===== src/rtl/sys_reg_commit_ctrl_if.sv =====
// -----------------------------------------------------------------------------
// sys_reg_commit_ctrl_if
// Purpose : bundles the execute-stage system-register request, the pipeline
//           drain status, the MMU flush handshake, the fetch reload handshake
//           and the committed architectural registers into one interface.
// Modports:
//   slave  - the commit controller (receives requests, drives responses)
//   master - the surrounding environment (execute / fetch / MMU side)
// Signals :
//   iVALID, iCTRL_IDT_VALID, iCTRL_PDT_VALID, iCTRL_PSR_VALID   request + kind
//   iDATA[31:0], iRELOAD_ADDR[31:0]                             payload
//   iPIPE_EMPTY                                                 drain status
//   oTLB_FLUSH_REQ / iTLB_FLUSH_ACK                             MMU flush
//   oRELOAD_VALID / oRELOAD_ADDR[31:0] / iRELOAD_ACK            fetch redirect
//   oBUSY, oERROR, oPSR, oIDTR, oPDTR                           status / regs
// -----------------------------------------------------------------------------
interface sys_reg_commit_ctrl_if;
    logic        iVALID;
    logic        oBUSY;
    logic        iCTRL_IDT_VALID;
    logic        iCTRL_PDT_VALID;
    logic        iCTRL_PSR_VALID;
    logic [31:0] iDATA;
    logic [31:0] iRELOAD_ADDR;
    logic        iPIPE_EMPTY;
    logic        oTLB_FLUSH_REQ;
    logic        iTLB_FLUSH_ACK;
    logic        oRELOAD_VALID;
    logic [31:0] oRELOAD_ADDR;
    logic        iRELOAD_ACK;
    logic [31:0] oPSR;
    logic [31:0] oIDTR;
    logic [31:0] oPDTR;
    logic        oERROR;

    modport slave (
        input  iVALID, iCTRL_IDT_VALID, iCTRL_PDT_VALID, iCTRL_PSR_VALID,
        input  iDATA, iRELOAD_ADDR, iPIPE_EMPTY, iTLB_FLUSH_ACK, iRELOAD_ACK,
        output oBUSY, oTLB_FLUSH_REQ, oRELOAD_VALID, oRELOAD_ADDR,
        output oPSR, oIDTR, oPDTR, oERROR
    );

    modport master (
        output iVALID, iCTRL_IDT_VALID, iCTRL_PDT_VALID, iCTRL_PSR_VALID,
        output iDATA, iRELOAD_ADDR, iPIPE_EMPTY, iTLB_FLUSH_ACK, iRELOAD_ACK,
        input  oBUSY, oTLB_FLUSH_REQ, oRELOAD_VALID, oRELOAD_ADDR,
        input  oPSR, oIDTR, oPDTR, oERROR
    );
endinterface


===== src/rtl/sys_reg_commit_ctrl.sv =====
// -----------------------------------------------------------------------------
// sys_reg_commit_ctrl
// Purpose : consumer side of the execute-stage system-register interface.
//           Accepts an IDTR / PDTR / PSR write, waits for the pipeline to
//           drain, commits the architectural register, requests a TLB flush
//           when translation state changes, then redirects fetch to the saved
//           PC. Owns the IDTR, PDTR and PSR registers.
// Ports   :
//   iCLOCK       in  clock
//   iRESET_SYNC  in  synchronous active-high reset (aborts any operation)
//   bus          sys_reg_commit_ctrl_if.slave (request, handshakes, registers)
// Parameters:
//   P_PSR_RESET / P_IDT_RESET / P_PDT_RESET  register reset values
//   P_TIMEOUT    watchdog limit in cycles
// Configuration:
//   SYS_REG_WATCHDOG_EN  when defined, a 16-bit watchdog bounds the DRAIN,
//                        TLB_WAIT and RELOAD waits; on expiry oERROR is set
//                        (sticky until reset) and the FSM returns to IDLE.
//                        When undefined, waits are unbounded, oERROR is 0.
// -----------------------------------------------------------------------------
module sys_reg_commit_ctrl #(
    parameter logic [31:0] P_PSR_RESET = 32'h0000_0000,
    parameter logic [31:0] P_IDT_RESET = 32'h0000_0000,
    parameter logic [31:0] P_PDT_RESET = 32'h0000_0000,
    parameter int unsigned P_TIMEOUT   = 1024
) (
    input  logic                  iCLOCK,
    input  logic                  iRESET_SYNC,
    sys_reg_commit_ctrl_if.slave  bus
);

    typedef enum logic [2:0] {
        ST_IDLE     = 3'd0,
        ST_DRAIN    = 3'd1,
        ST_COMMIT   = 3'd2,
        ST_TLB_WAIT = 3'd3,
        ST_RELOAD   = 3'd4
    } state_e;

    typedef enum logic [1:0] {
        KIND_IDT = 2'd0,
        KIND_PDT = 2'd1,
        KIND_PSR = 2'd2
    } kind_e;

    // Illegal multi-flag requests resolve PSR > PDT > IDT.
    function automatic kind_e sel_kind(input logic psr_v, input logic pdt_v);
        kind_e k;
        if (psr_v) begin
            k = KIND_PSR;
        end else if (pdt_v) begin
            k = KIND_PDT;
        end else begin
            k = KIND_IDT;
        end
        return k;
    endfunction

    state_e      state_q, state_d;
    kind_e       kind_q, kind_d;
    logic [31:0] data_q, data_d;
    logic [31:0] pc_q, pc_d;
    logic [31:0] psr_q, psr_d;
    logic [31:0] idtr_q, idtr_d;
    logic [31:0] pdtr_q, pdtr_d;
    logic        busy_q, busy_d;
    logic        tlb_req_q, tlb_req_d;
    logic        reload_valid_q, reload_valid_d;
    logic [31:0] reload_addr_q, reload_addr_d;
    logic        any_flag_s;
    logic        flush_needed_s;

`ifdef SYS_REG_WATCHDOG_EN
    localparam logic [15:0] LP_WD_LAST = 16'(P_TIMEOUT - 32'd1);
    logic [15:0] wd_cnt_q, wd_cnt_d;
    logic        error_q, error_d;
    logic        wd_waiting_s;
`else
    logic        unused_timeout_s;
    assign unused_timeout_s = ^(32'(P_TIMEOUT));
`endif

    assign any_flag_s = bus.iCTRL_IDT_VALID | bus.iCTRL_PDT_VALID | bus.iCTRL_PSR_VALID;

    // Next-state, datapath capture, commit and registered-output decode.
    always_comb begin
        state_d        = state_q;
        kind_d         = kind_q;
        data_d         = data_q;
        pc_d           = pc_q;
        psr_d          = psr_q;
        idtr_d         = idtr_q;
        pdtr_d         = pdtr_q;
        reload_addr_d  = reload_addr_q;
        flush_needed_s = 1'b0;

        case (state_q)
            ST_IDLE: begin
                if (bus.iVALID && any_flag_s) begin
                    state_d = ST_DRAIN;
                    kind_d  = sel_kind(bus.iCTRL_PSR_VALID, bus.iCTRL_PDT_VALID);
                    data_d  = bus.iDATA;
                    pc_d    = bus.iRELOAD_ADDR;
                end else begin
                    state_d = ST_IDLE;
                end
            end
            ST_DRAIN: begin
                if (bus.iPIPE_EMPTY) begin
                    state_d = ST_COMMIT;
                end else begin
                    state_d = ST_DRAIN;
                end
            end
            ST_COMMIT: begin
                case (kind_q)
                    KIND_PSR: begin
                        psr_d = data_q;
                        // Only an MMU-mode change invalidates translations.
                        flush_needed_s = (data_q[1:0] != psr_q[1:0]);
                    end
                    KIND_PDT: begin
                        pdtr_d         = data_q;
                        flush_needed_s = 1'b1;
                    end
                    KIND_IDT: begin
                        idtr_d = data_q;
                    end
                    default: begin
                        flush_needed_s = 1'b0;
                    end
                endcase
                if (flush_needed_s) begin
                    state_d = ST_TLB_WAIT;
                end else begin
                    state_d = ST_RELOAD;
                end
            end
            ST_TLB_WAIT: begin
                if (bus.iTLB_FLUSH_ACK) begin
                    state_d = ST_RELOAD;
                end else begin
                    state_d = ST_TLB_WAIT;
                end
            end
            ST_RELOAD: begin
                if (bus.iRELOAD_ACK) begin
                    state_d = ST_IDLE;
                end else begin
                    state_d = ST_RELOAD;
                end
            end
            default: begin
                state_d = ST_IDLE;
            end
        endcase

`ifdef SYS_REG_WATCHDOG_EN
        wd_cnt_d     = wd_cnt_q;
        error_d      = error_q;
        wd_waiting_s = (state_q == ST_DRAIN) || (state_q == ST_TLB_WAIT) ||
                       (state_q == ST_RELOAD);
        // A legal transition always wins over expiry in the same cycle.
        if (state_d != state_q) begin
            wd_cnt_d = 16'd0;
        end else if (wd_waiting_s) begin
            if (wd_cnt_q == LP_WD_LAST) begin
                state_d  = ST_IDLE;
                error_d  = 1'b1;
                wd_cnt_d = 16'd0;
            end else begin
                wd_cnt_d = wd_cnt_q + 16'd1;
            end
        end else begin
            wd_cnt_d = 16'd0;
        end
`endif

        busy_d         = (state_d != ST_IDLE);
        tlb_req_d      = (state_d == ST_TLB_WAIT);
        reload_valid_d = (state_d == ST_RELOAD);
        // Load the redirect PC only on RELOAD entry so it is stable while valid.
        if ((state_d == ST_RELOAD) && (state_q != ST_RELOAD)) begin
            reload_addr_d = pc_q;
        end else begin
            reload_addr_d = reload_addr_q;
        end
    end

    // State, captured request and architectural registers with sync reset.
    always_ff @(posedge iCLOCK) begin
        if (iRESET_SYNC) begin
            state_q        <= ST_IDLE;
            kind_q         <= KIND_IDT;
            data_q         <= 32'h0000_0000;
            pc_q           <= 32'h0000_0000;
            psr_q          <= P_PSR_RESET;
            idtr_q         <= P_IDT_RESET;
            pdtr_q         <= P_PDT_RESET;
            busy_q         <= 1'b0;
            tlb_req_q      <= 1'b0;
            reload_valid_q <= 1'b0;
            reload_addr_q  <= 32'h0000_0000;
        end else begin
            state_q        <= state_d;
            kind_q         <= kind_d;
            data_q         <= data_d;
            pc_q           <= pc_d;
            psr_q          <= psr_d;
            idtr_q         <= idtr_d;
            pdtr_q         <= pdtr_d;
            busy_q         <= busy_d;
            tlb_req_q      <= tlb_req_d;
            reload_valid_q <= reload_valid_d;
            reload_addr_q  <= reload_addr_d;
        end
    end

`ifdef SYS_REG_WATCHDOG_EN
    // Watchdog counter and sticky error flag.
    always_ff @(posedge iCLOCK) begin
        if (iRESET_SYNC) begin
            wd_cnt_q <= 16'd0;
            error_q  <= 1'b0;
        end else begin
            wd_cnt_q <= wd_cnt_d;
            error_q  <= error_d;
        end
    end

    assign bus.oERROR = error_q;
`else
    assign bus.oERROR = 1'b0;
`endif

    assign bus.oBUSY          = busy_q;
    assign bus.oTLB_FLUSH_REQ = tlb_req_q;
    assign bus.oRELOAD_VALID  = reload_valid_q;
    assign bus.oRELOAD_ADDR   = reload_addr_q;
    assign bus.oPSR           = psr_q;
    assign bus.oIDTR          = idtr_q;
    assign bus.oPDTR          = pdtr_q;

endmodule


===== src/flat_wrapper.sv =====
// flat-port wrapper written by rule: the top's interface ports become plain ports
module sys_reg_commit_ctrl_flat 
#(
    parameter logic [31:0] P_PSR_RESET = 32'h0000_0000,
    parameter logic [31:0] P_IDT_RESET = 32'h0000_0000,
    parameter logic [31:0] P_PDT_RESET = 32'h0000_0000,
    parameter int unsigned P_TIMEOUT   = 1024
)
  (iCLOCK, iRESET_SYNC, bus_iVALID, bus_iCTRL_IDT_VALID, bus_iCTRL_PDT_VALID, bus_iCTRL_PSR_VALID, bus_iDATA, bus_iRELOAD_ADDR, bus_iPIPE_EMPTY, bus_iTLB_FLUSH_ACK, bus_iRELOAD_ACK, bus_oBUSY, bus_oTLB_FLUSH_REQ, bus_oRELOAD_VALID, bus_oRELOAD_ADDR, bus_oPSR, bus_oIDTR, bus_oPDTR, bus_oERROR);
  sys_reg_commit_ctrl_if bus_i ();
  input  logic iCLOCK;
  input  logic iRESET_SYNC;
  input wire logic [$bits(bus_i.iVALID)-1:0] bus_iVALID;
  input wire logic [$bits(bus_i.iCTRL_IDT_VALID)-1:0] bus_iCTRL_IDT_VALID;
  input wire logic [$bits(bus_i.iCTRL_PDT_VALID)-1:0] bus_iCTRL_PDT_VALID;
  input wire logic [$bits(bus_i.iCTRL_PSR_VALID)-1:0] bus_iCTRL_PSR_VALID;
  input wire logic [$bits(bus_i.iDATA)-1:0] bus_iDATA;
  input wire logic [$bits(bus_i.iRELOAD_ADDR)-1:0] bus_iRELOAD_ADDR;
  input wire logic [$bits(bus_i.iPIPE_EMPTY)-1:0] bus_iPIPE_EMPTY;
  input wire logic [$bits(bus_i.iTLB_FLUSH_ACK)-1:0] bus_iTLB_FLUSH_ACK;
  input wire logic [$bits(bus_i.iRELOAD_ACK)-1:0] bus_iRELOAD_ACK;
  output wire logic [$bits(bus_i.oBUSY)-1:0] bus_oBUSY;
  output wire logic [$bits(bus_i.oTLB_FLUSH_REQ)-1:0] bus_oTLB_FLUSH_REQ;
  output wire logic [$bits(bus_i.oRELOAD_VALID)-1:0] bus_oRELOAD_VALID;
  output wire logic [$bits(bus_i.oRELOAD_ADDR)-1:0] bus_oRELOAD_ADDR;
  output wire logic [$bits(bus_i.oPSR)-1:0] bus_oPSR;
  output wire logic [$bits(bus_i.oIDTR)-1:0] bus_oIDTR;
  output wire logic [$bits(bus_i.oPDTR)-1:0] bus_oPDTR;
  output wire logic [$bits(bus_i.oERROR)-1:0] bus_oERROR;
  assign bus_i.iVALID = bus_iVALID;
  assign bus_i.iCTRL_IDT_VALID = bus_iCTRL_IDT_VALID;
  assign bus_i.iCTRL_PDT_VALID = bus_iCTRL_PDT_VALID;
  assign bus_i.iCTRL_PSR_VALID = bus_iCTRL_PSR_VALID;
  assign bus_i.iDATA = bus_iDATA;
  assign bus_i.iRELOAD_ADDR = bus_iRELOAD_ADDR;
  assign bus_i.iPIPE_EMPTY = bus_iPIPE_EMPTY;
  assign bus_i.iTLB_FLUSH_ACK = bus_iTLB_FLUSH_ACK;
  assign bus_i.iRELOAD_ACK = bus_iRELOAD_ACK;
  assign bus_oBUSY = bus_i.oBUSY;
  assign bus_oTLB_FLUSH_REQ = bus_i.oTLB_FLUSH_REQ;
  assign bus_oRELOAD_VALID = bus_i.oRELOAD_VALID;
  assign bus_oRELOAD_ADDR = bus_i.oRELOAD_ADDR;
  assign bus_oPSR = bus_i.oPSR;
  assign bus_oIDTR = bus_i.oIDTR;
  assign bus_oPDTR = bus_i.oPDTR;
  assign bus_oERROR = bus_i.oERROR;
  sys_reg_commit_ctrl #(.P_PSR_RESET(P_PSR_RESET), .P_IDT_RESET(P_IDT_RESET), .P_PDT_RESET(P_PDT_RESET), .P_TIMEOUT(P_TIMEOUT)) u_core (.iCLOCK(iCLOCK), .iRESET_SYNC(iRESET_SYNC), .bus(bus_i));
endmodule

===== config.mk =====
export PLATFORM = sky130hd
export DESIGN_NAME = sys_reg_commit_ctrl_flat
export DESIGN_NICKNAME = d
export VERILOG_FILES = /design/src/rtl/sys_reg_commit_ctrl_if.sv /design/src/rtl/sys_reg_commit_ctrl.sv /design/src/flat_wrapper.sv
export SDC_FILE = /design/constraint.sdc
export NUM_CORES = 1
export LEC_CHECK = 0
export ABC_AREA = 1
export CAP_MARGIN = 30
export CORE_UTILIZATION = 45
export CTS_CLUSTER_SIZE = 30
export DETAILED_ROUTE_END_ITERATION = 6
export PLACE_DENSITY_LB_ADDON = 0.12
export SLEW_MARGIN = 10
export SYNTH_ARGS = -nofsm -noshare
export SYNTH_HDL_FRONTEND = slang
export SYNTH_SLANG_ARGS = --single-unit

===== constraint.sdc =====
create_clock -name iCLOCK -period 4.85 [get_ports iCLOCK]
set_clock_uncertainty 0.15 [all_clocks]
set_input_delay 0.7275 -clock iCLOCK [delete_from_list [all_inputs] [get_ports iCLOCK]]
set_output_delay 0.7275 -clock iCLOCK [all_outputs]
set_load 0.01 [all_outputs]

---- Word level (Yosys, flattened, before mapping) ----
Cells that the tools add are included.
word-level totals
  flip-flop bits (word level) ............. 200
  input port bits ......................... 73
  word-level logic and storage cells ...... 42
operators by class
  equal/unequal tests ..................... 10
  muxes and demuxes ....................... 10
  bitwise logic cells ..................... 2
  reduce and logical (&&, ||, !) cells .... 9
operators by type and width
  operator            number
  $pmux 3 s5          1
  $eq 3x2->1 const B  3
  $mux 3              3
  $reduce_and 2->1    4
  $eq 3x3->1 const B  2
  $mux 2              2
  $eq 3x1->1 const B  1
  $logic_not 3->1     1
  $mux 1              3
  $ne 3x3->1 const B  1
  $reduce_bool 3->1   1
  $eq 2x1->1 const B  1
  $eq 2x2->1 const B  1
  $logic_and 1x1->1   2
  $logic_not 2->1     1
  $ne 2x2->1          1
  $or 1x1->1          2
  $pmux 1 s2          1

---- Depth between registers and ports, before layout ----
Gate-level depths: netlist of run 1.
  word-level depth ........................ 7
  depth in mapped cells ................... 14
  gate-level depth less buffers ........... 13

---- Least setup slack after synthesis of run 1 ----
Ideal clock, no wire load.
  kind .................................... input -> register
  start point ............................. input bus_iVALID
  end point ............................... register u_core.pc_q[23]
  setup time .............................. 119 ps
  arrival ................................. 1492 ps
  data required time ...................... 4581 ps
  setup slack ............................. 3088 ps
  cell stages on the path ................. 8
  path buffers ............................ 2
  path through ............................ nand2_1 -> nor2_1 -> and2_1 -> buf_6 -> inv_4 -> buf_4 -> o21ai_0 -> a21oi_1
between the ends
  cells in the longest elaborated chain, start to end .. 2
ends and longest elaborated chain
  what                        line                        RTL
  start: declaration          flat_wrapper.sv:13          input wire logic [$bits(bus_i.iVALID)-1:0] bus_iVALID;
  $logic_and 1x1->1           sys_reg_commit_ctrl.sv:99   if (bus.iVALID && any_flag_s) begin
  $reduce_and 2->1 (no line)  n/a
  end signal: assignment      sys_reg_commit_ctrl.sv:208  pc_q <= pc_d;
  end: declaration            sys_reg_commit_ctrl.sv:62   logic [31:0] pc_q, pc_d;
No other way between the ends.
A chain may end at the register's enable or synchronous reset.

---- Final worst setup path of run 1 ----
  start point ............................. register u_core.state_q[2]
  end point ............................... register u_core.reload_addr_q[15], in the netlist u_core.bus.oRELOAD_ADDR[15]
between the ends
  cells in the longest elaborated chain, start to end .. 4
ends and longest elaborated chain
  what                                line                        RTL
  start: declaration                  sys_reg_commit_ctrl.sv:59   state_e state_q, state_d;
  start signal: assignment            sys_reg_commit_ctrl.sv:205  state_q <= state_d;
  $eq 3x3->1 (tied with other cells)  sys_reg_commit_ctrl.sv:97   case (state_q)
  $pmux 3 s5                          sys_reg_commit_ctrl.sv:97
  $eq 3x3->1                          sys_reg_commit_ctrl.sv:183  if ((state_d == ST_RELOAD) && (state_q != ST_RELOAD)) begin
  $logic_and 1x1->1 *                 sys_reg_commit_ctrl.sv:183
  end signal: assignment              sys_reg_commit_ctrl.sv:215  reload_addr_q <= reload_addr_d;
  end: declaration                    sys_reg_commit_ctrl.sv:69   logic [31:0] reload_addr_q, reload_addr_d;
Every way passes the cells marked *; elsewhere a longest branch is shown, timed or not.

==> results of run 1 <==
-- registers in the layout, indices dropped and copies added, names as in the netlist --
signal                     cells
u_core.bus.oBUSY               1
u_core.bus.oRELOAD_ADDR       32
u_core.pc_q                   32
u_core.bus.oRELOAD_VALID       1
u_core.bus.oPSR               32
u_core.bus.oIDTR              32
u_core.kind_q                  2
u_core.data_q                 32
u_core.bus.oTLB_FLUSH_REQ      1
u_core.bus.oPDTR              32
u_core.state_q                 3
-- final timing paths --
| check | from | endpoint |
|---|---|---|
| min reg2reg | u_core.pc_q[31] | u_core.pc_q[31] |
| max | u_core.state_q[2] | u_core.bus.oRELOAD_ADDR[15] |
| min | u_core.pc_q[31] | u_core.pc_q[31] |
| max reg2reg | u_core.state_q[2] | u_core.bus.oRELOAD_ADDR[15] |
-- placed cells by master, fill, tap and decap left out --
cell / count
sky130_fd_sc_hd__nor4_1: 2
sky130_fd_sc_hd__clkbuf_16: 17
sky130_fd_sc_hd__inv_1: 50
sky130_fd_sc_hd__and2_1: 1
sky130_fd_sc_hd__clkinv_2: 4
sky130_fd_sc_hd__clkinv_4: 2
sky130_fd_sc_hd__o21ai_1: 17
sky130_fd_sc_hd__nor3_1: 2
sky130_fd_sc_hd__ha_1: 3
sky130_fd_sc_hd__bufinv_16: 3
sky130_fd_sc_hd__nand2_1: 54
sky130_fd_sc_hd__conb_1: 1
sky130_fd_sc_hd__buf_4: 9
sky130_fd_sc_hd__a21oi_1: 76
sky130_fd_sc_hd__nand4_1: 1
sky130_fd_sc_hd__nand3_1: 34
sky130_fd_sc_hd__nor2_4: 1
sky130_fd_sc_hd__clkinvlp_4: 1
sky130_fd_sc_hd__dfxtp_1: 200
sky130_fd_sc_hd__clkdlybuf4s50_1: 203
sky130_fd_sc_hd__buf_16: 3
sky130_fd_sc_hd__clkbuf_8: 1
sky130_fd_sc_hd__nand2_2: 1
sky130_fd_sc_hd__nor2_1: 275
sky130_fd_sc_hd__inv_2: 1
sky130_fd_sc_hd__o21ai_0: 144
sky130_fd_sc_hd__nor3_4: 1
sky130_fd_sc_hd__clkinv_1: 1
sky130_fd_sc_hd__inv_4: 2
sky130_fd_sc_hd__o31ai_1: 1
sky130_fd_sc_hd__inv_6: 4
-- per-layer routing --
metal  vias to the layer above  track usage  part of all wire  wire length [um]
met5                         -            0                 0                 0
met4                         0       0.0692             0.017               325
li1                       3347            -                 -                 -
met3                        24       0.0797             0.079              1470
met2                       179        0.358              0.46              8720
met1                      2958        0.288              0.44              8240
-- worst max-delay path: stages, from the launching register on --
cell and delay, ns:
sky130_fd_sc_hd__dfxtp_1 0.38, sky130_fd_sc_hd__inv_2 0.16, sky130_fd_sc_hd__buf_4 0.51, sky130_fd_sc_hd__nand4_1 0.15, sky130_fd_sc_hd__o31ai_1 0.10, sky130_fd_sc_hd__inv_1 0.07
sky130_fd_sc_hd__nand2_2 0.58, sky130_fd_sc_hd__buf_4 0.38, sky130_fd_sc_hd__nand3_1 0.10, sky130_fd_sc_hd__nand2_1 0.08, sky130_fd_sc_hd__nor2_1 0.04
-- power by group --
group          switching (uW)  internal [uW]  leakage, uW
sequential               50.9           1730      0.00163
combinational             205            181      0.00203
clock                     631            830     0.000301
total                     887           2740      0.00396
-- layout make-up --
class | count | area (um^2) | area share
repair buffers | 215 | 2180 | 0.219
flip-flops and latches | 200 | 4000 | 0.401
clock inverters | 14 | 170 | 0.0170
inverters | 54 | 208 | 0.0208
well taps | 216 | 270 | 0.0271
clock buffers | 18 | 439 | 0.0440
multi-input cells | 614 | 2710 | 0.271
-- through the flow --
stage | total power [uW] | hold WS, ns | cell area [um^2] | setup WS, ns
after floorplan | 2030 | 0.280 | 7270 | 3.09
after global placement | 2190 | 0.291 | 9290 | 1.89
after detailed placement | 2190 | 0.296 | 9320 | 1.86
after CTS | 3650 | 0.306 | 9930 | 2.03
after global routing | 3780 | 0.324 | 9980 | 1.73
final | 3630 | 0.302 | 9980 | 2.02
-- logic make-up after synthesis --
kind of cell | count (synthesis) | synth area share
flip-flops | 200 | 0.551
buffers and inverters | 122 | 0.0769
AND/OR/NAND/NOR | 372 | 0.202
AO/OA/AOI/OAI | 238 | 0.164
other | 1 | 0.000516
adder cells (fa/ha/maj) | 3 | 0.00516
==> metrics.md, run 1 <==
| Metric | Value |
|---|---|
| Number of antenna violations at the first check in global routing | 0 |
| Number of nets in the layout | 1,178 |
| Total negative setup slack | 0 ns |
| Post-synthesis cell count | 936 |
| Class of the tightest hold or removal check | reg2reg |
| TritonCTS clock tree | yes |
| Proportion of netlist area held by the largest area contributor | 0.551 |
| Result of the run | completed |
| Number of storage elements in the synthesis netlist | 200 |
| Max-slew headroom at the worst pin | 0.461 |
| Highest clock rate | 354 MHz |
| Unrepaired setup endpoints after global routing | no |
| Die H | 129 um |
| Maximum clock insertion buffer count | 2 |
| Deepest level of the CTS H-tree | 4 |
| Average detailed-routed wire length per instance | 14.1 um |
| Buffer count from post-CTS setup fixing | 0 |
| Worst Path Max Fanout | a little under 60 |
| Reg2reg path depth | 10 |
| Final critical delay including setup and external delays | 2.83 ns |
| Arrival time at the worst endpoint | 3.00 ns |
| Top-count cell post-synth | sky130_fd_sc_hd__nor2_1 |
| GRT Residual Overflow | 0 |
| Share of flip-flops with an asynchronous set or reset after synthesis | 0 |
| Netlist Area Pre-Place | 7270 um^2 |
| Number of instances resized during post-cts repair | 0 |
| Most frequently used flop master after synthesis | sky130_fd_sc_hd__dfxtp_1 |
| Final Slew Violations | 0 |
| Core area | ~16,000 um^2 |
| Critical path launch point type | register |
| Nets in the synthesized netlist | about 1,000 |
| Number of warnings issued by yosys | 0 |
| Final Cycle Share | 0.583 |
| Number of placed instances with taps included | 1,297 |
| Ports | 205 |
| Area enclosed by the die boundary | 16,700 um^2 |
| Cell depth of the worst hold path | 2 |
| Standard-cell row count | between 40 and 50 |
| Worst vdd rail ir drop | 0.241 mV |
| Number of global-route vias before repair | 5,691 |
| WL final | 18.8 mm |
| Latest clock arrival within the worst-skew pair | ~0.43 ns |
| Number of endpoints with negative hold slack in the final report | 0 |
| Required time worst endpoint | 5.03 ns |
| Growth of design area from synthesis to finish | 37.3% |
| Type of the worst setup path | reg2reg |
| Maxcap violations | 0 |
| Largest net degree at the start of global routing | roughly 120 |
| Total CTS buffers | 17 |
| Total number of vias | ~6,500 |
| Clock slew at reported path FFs | 0.07 ns |
| Placer congestion estimate | 0.803 |
| Horizontal extent of the die | around 130 um |
| Total setup violations reported at the end of the flow | 0 |
| Largest area contributor in the synthesized netlist | sky130_fd_sc_hd__dfxtp_1 |
| Via density | 4.89 |
| Sequential element share of the synthesized area | 0.551 |
| Power Dens Cells | 363 nW/um^2 |
| Antenna-violating nets left | 0 |
| Initial standard-cell utilization of the core | 0.459 |
| Initial drt markers | 380 |
| Number of antenna diodes | 0 |
| Remaining routing DRC violations | 0 |
| Final Non-Filler Cells | 1,331 |
| Port bufs | 203 |
| First-pass GRT wire length | 29.2 mm |
| Cell types with the highest counts after synthesis | sky130_fd_sc_hd__nor2_1 (275), sky130_fd_sc_hd__dfxtp_1 (200), sky130_fd_sc_hd__o21ai_0 (144) |
| Type of destination of the critical path | register |
| Master cell of the clock root buffer | sky130_fd_sc_hd__clkbuf_16 |
| Transition at the pin with the smallest max-transition slack | 0.807 ns |
| Fillers | 1,427 |
| Total number of clock tree sinks | 200 |
| Total GRT Usage | 0.226 |
| Share of layout cells above drive strength 1 | 0.0448 |
| Number of flops mapped to enable cells by yosys | 0 |
| Largest cells by area after synthesis | sky130_fd_sc_hd__dfxtp_1 (55%), sky130_fd_sc_hd__nor2_1 (14%), sky130_fd_sc_hd__o21ai_0 (9.9%) |
| Synthesized area divided by synthesized cell count | between 7 and 8 um^2 |
| Core occupancy in the finished layout | 0.631 |
| Hold buffer count at cts | 0 |
| Count of TritonRoute iterations in the first routing pass | 4 |
| Static Leak | 0.00396 uW |
| Setup slack on the worst flop-to-flop path | 2.02 ns |
| Distinct cells, synth | 26 |
| Detail Placement HPWL | 11.7 mm |
Power figures use the tool's default switching activity.
==> run 2: changes to the inputs <==
==> constraint.sdc (replaced) <==
create_clock -name iCLOCK -period 2.8 [get_ports iCLOCK]
set_clock_uncertainty 0.15 [all_clocks]
set_input_delay 0.42 -clock iCLOCK [delete_from_list [all_inputs] [get_ports iCLOCK]]
set_output_delay 0.42 -clock iCLOCK [all_outputs]
set_load 0.01 [all_outputs]
==> run 2 against run 1 <==
Effect of this change: register-to-register slack lost 1.3 ns; clock-buffer cell count rose by 3; wire length shrank 1.2%; worst hold slack gained 0.0019 ns; first-iteration DRC count grew 11%; combinational power up 74%; non-clock buffer count is 4 higher; clock power grew 73%; core utilization rose by 0.32 points; critical endpoint is now u_core.bus.oIDTR[2].
==> metrics.md, run 2 (synthesized netlist as in run 1, its figures left out) <==
| Metric | Value |
|---|---|
| Latest clock arrival within the worst-skew pair | 0.42 ns (about the same) |
| First-pass GRT wire length | 29.6 mm (+1.2%) |
| Port bufs | 203 (unchanged) |
| Critical path's most frequent cell | sky130_fd_sc_hd__nor2_1 |
| Standard-cell row count | 46 (unchanged) |
| Initial standard-cell utilization of the core | 0.459 (unchanged) |
| Worst Path Max Fanout | 23 (-61%) |
| Result of the run | completed |
| Required time worst endpoint | 2.97 ns (-2.06 ns) |
| Worst vdd rail ir drop | 0.452 mV (+87%) |
| Deepest level of the CTS H-tree | 4 (unchanged) |
| Maximum clock insertion buffer count | 2 (unchanged) |
| Share of layout cells above drive strength 1 | 0.0465 (+0.00167) |
| Commonest non-fill, non-tap cell in the layout | sky130_fd_sc_hd__nor2_1 |
| Highest clock rate | 475 MHz (+34%) |
| Average detailed-routed wire length per instance | 13.9 um (-1.4%) |
| Number of antenna violations at the first check in global routing | 0 (unchanged) |
| Total CTS buffers | 17 (unchanged) |
| Critical path launch point type | register |
| Number of buffer and inverter stages on the critical path | 3 (-1) |
| Horizontal extent of the die | 129 um (unchanged) |
| Area enclosed by the die boundary | 16,700 um^2 (unchanged) |
| Class of the tightest hold or removal check | reg2reg |
| Total number of vias | 6,441 (-1.0%) |
| Via density | 4.83 (-1.3%) |
| Cell class contributing the biggest share of worst-path delay | buffers and inverters |
| Total number of clock tree sinks | 200 (unchanged) |
| GRT Residual Overflow | 0 (unchanged) |
| Total setup violations reported at the end of the flow | 0 (unchanged) |
| Number of antenna diodes | 0 (unchanged) |
| Unrepaired setup endpoints after global routing | no |
| Power Dens Cells | 626 nW/um^2 (+72%) |
| Final Cycle Share | 0.752 (+0.169) |
| Cell depth of the worst hold path | 2 (unchanged) |
| Clock slew at reported path FFs | 0.07 ns (about the same) |
| Maxcap violations | 0 (unchanged) |
| Final critical delay including setup and external delays | 2.10 ns (-0.722 ns) |
| Most used cells in the layout excluding fill and tap cells | sky130_fd_sc_hd__nor2_1 (275), sky130_fd_sc_hd__clkdlybuf4s50_1 (203), sky130_fd_sc_hd__dfxtp_1 (200), sky130_fd_sc_hd__o21ai_0 (144), sky130_fd_sc_hd__a21oi_1 (76) |
| Master cell of the clock root buffer | sky130_fd_sc_hd__clkbuf_16 |
| Arrival time at the worst endpoint | 2.28 ns (-0.72 ns) |
| Type of destination of the critical path | register |
| TritonCTS clock tree | yes |
| Growth of design area from synthesis to finish | 38.0% |
| Antenna-violating nets left | 0 (unchanged) |
| Reg2reg path depth | 7 (-3) |
| Total GRT Usage | 0.227 (+0.000942) |
| Max-slew headroom at the worst pin | 0.554 (+0.0933) |
| Number of nets in the layout | 1,182 (+0.34%) |
| Total negative setup slack | 0 ns (unchanged) |
| Type of the worst setup path | reg2reg |
| Cell at the slowest stage of the critical path | sky130_fd_sc_hd__clkinv_1 |
| Final Slew Violations | 0 (unchanged) |
| Number of endpoints with negative hold slack in the final report | 0 (unchanged) |
| Count of TritonRoute iterations in the first routing pass | 5 (+1) |
| Buffer count from post-CTS setup fixing | 0 (unchanged) |
| Ports | 205 (unchanged) |
| Static Leak | 0.00398 uW (+0.52%) |
| Worst hold margin | 0.304 ns (+0.00195 ns) |
| Hold buffer count at cts | 0 (unchanged) |
| Number of instances resized during post-cts repair | 0 (unchanged) |
| Worst-path cell chain | inv_1 > ha_1 > nand2_1 > clkinv_1 > buf_4 > nor2_1 > nor2_1 |
| Largest stage delay on the critical path | 0.53 ns (-0.05 ns) |
| Remaining routing DRC violations | 0 (unchanged) |
| Core area | 15,800 um^2 (unchanged) |
| Critical path depth in cells | 7 (-3) |
| Largest net degree at the start of global routing | 100 (-14%) |
| WL final | 18.5 mm (-1.2%) |
| Detail Placement HPWL | 11.8 mm (+0.23%) |
| Number of global-route vias before repair | 5,831 (+2.5%) |
| Transition at the pin with the smallest max-transition slack | 0.665 ns (-0.142 ns) |
| Placer congestion estimate | 0.745 (-7.3%) |
| Die H | 129 um (unchanged) |
| Initial drt markers | 420 (+11%) |
| Fillers | 1,391 (-2.5%) |
-- run 2: cell count changes in the layout (fill, tap and decap cells not counted), moves of 2 or more --
| cell | before | now |
|---|---|---|
| sky130_fd_sc_hd__buf_12 | 0 | 4 |
| sky130_fd_sc_hd__inv_6 | 4 | 1 |
| sky130_fd_sc_hd__buf_16 | 3 | 1 |
| sky130_fd_sc_hd__clkbuf_8 | 1 | 3 |
-- run 2: cell type report --
type	count	area (um^2)	share of cell area
Tap cell	216	270	0.0269
Timing Repair Buffer	219	2230	0.222
Sequential cell	200	4000	0.399
Clock buffer	21	470	0.0469
Inverter	54	208	0.0207
Clock inverter	10	141	0.0141
Multi-Input combinational cell	614	2710	0.270
-- run 2: report_power, final --
group / switching, uW / internal (uW) / leakage (uW) / total (uW)
sequential: 84.9 / 3000 / 0.00163 / 3080
combinational: 350 / 320 / 0.00205 / 670
clock: 1050 / 1480 / 0.000301 / 2530
-- run 2: tightest hold or removal path, delay by kind of cell, from the launching register on --
kind                   cells  cell delay [ns]
AO/OA/AOI/OAI              1             0.05
flip-flops                 1             0.30
buffers and inverters      1             0.06
-- run 2: worst paths after layout --
check	end	slack, ns	from
worst min register to register	u_core.pc_q[10]	0.30	u_core.pc_q[10]
worst max register to register	u_core.bus.oIDTR[2]	0.70	u_core.kind_q[1]
worst min-delay path	u_core.pc_q[10]	0.30	u_core.pc_q[10]
worst max-delay path	u_core.bus.oIDTR[2]	0.70	u_core.kind_q[1]
-- run 2: per-layer routing --
layer | track usage | vias up | wire length [um]
met4 | 0.0651 | 0 | 220
met5 | 0 | - | 0
met1 | 0.299 | 2921 | 8290
met2 | 0.355 | 169 | 8570
met3 | 0.0727 | 15 | 1450
li1 | - | 3336 | -
-- run 2: through the flow --
stage | util | setup WS, ns | total power, uW | cells | area, um^2
after floorplan | - | 1.24 | 3520 | 936 | 7270
final | 0.634 | 0.695 | 6280 | 1334 | 10000
after global routing | 0.634 | 0.453 | 6540 | 1334 | 10000
after global placement | 0.592 | 0.399 | 3790 | 1301 | 9380
after detailed placement | 0.593 | 0.300 | 3810 | 1302 | 9390
after CTS | 0.632 | 0.615 | 6320 | 1333 | 10000
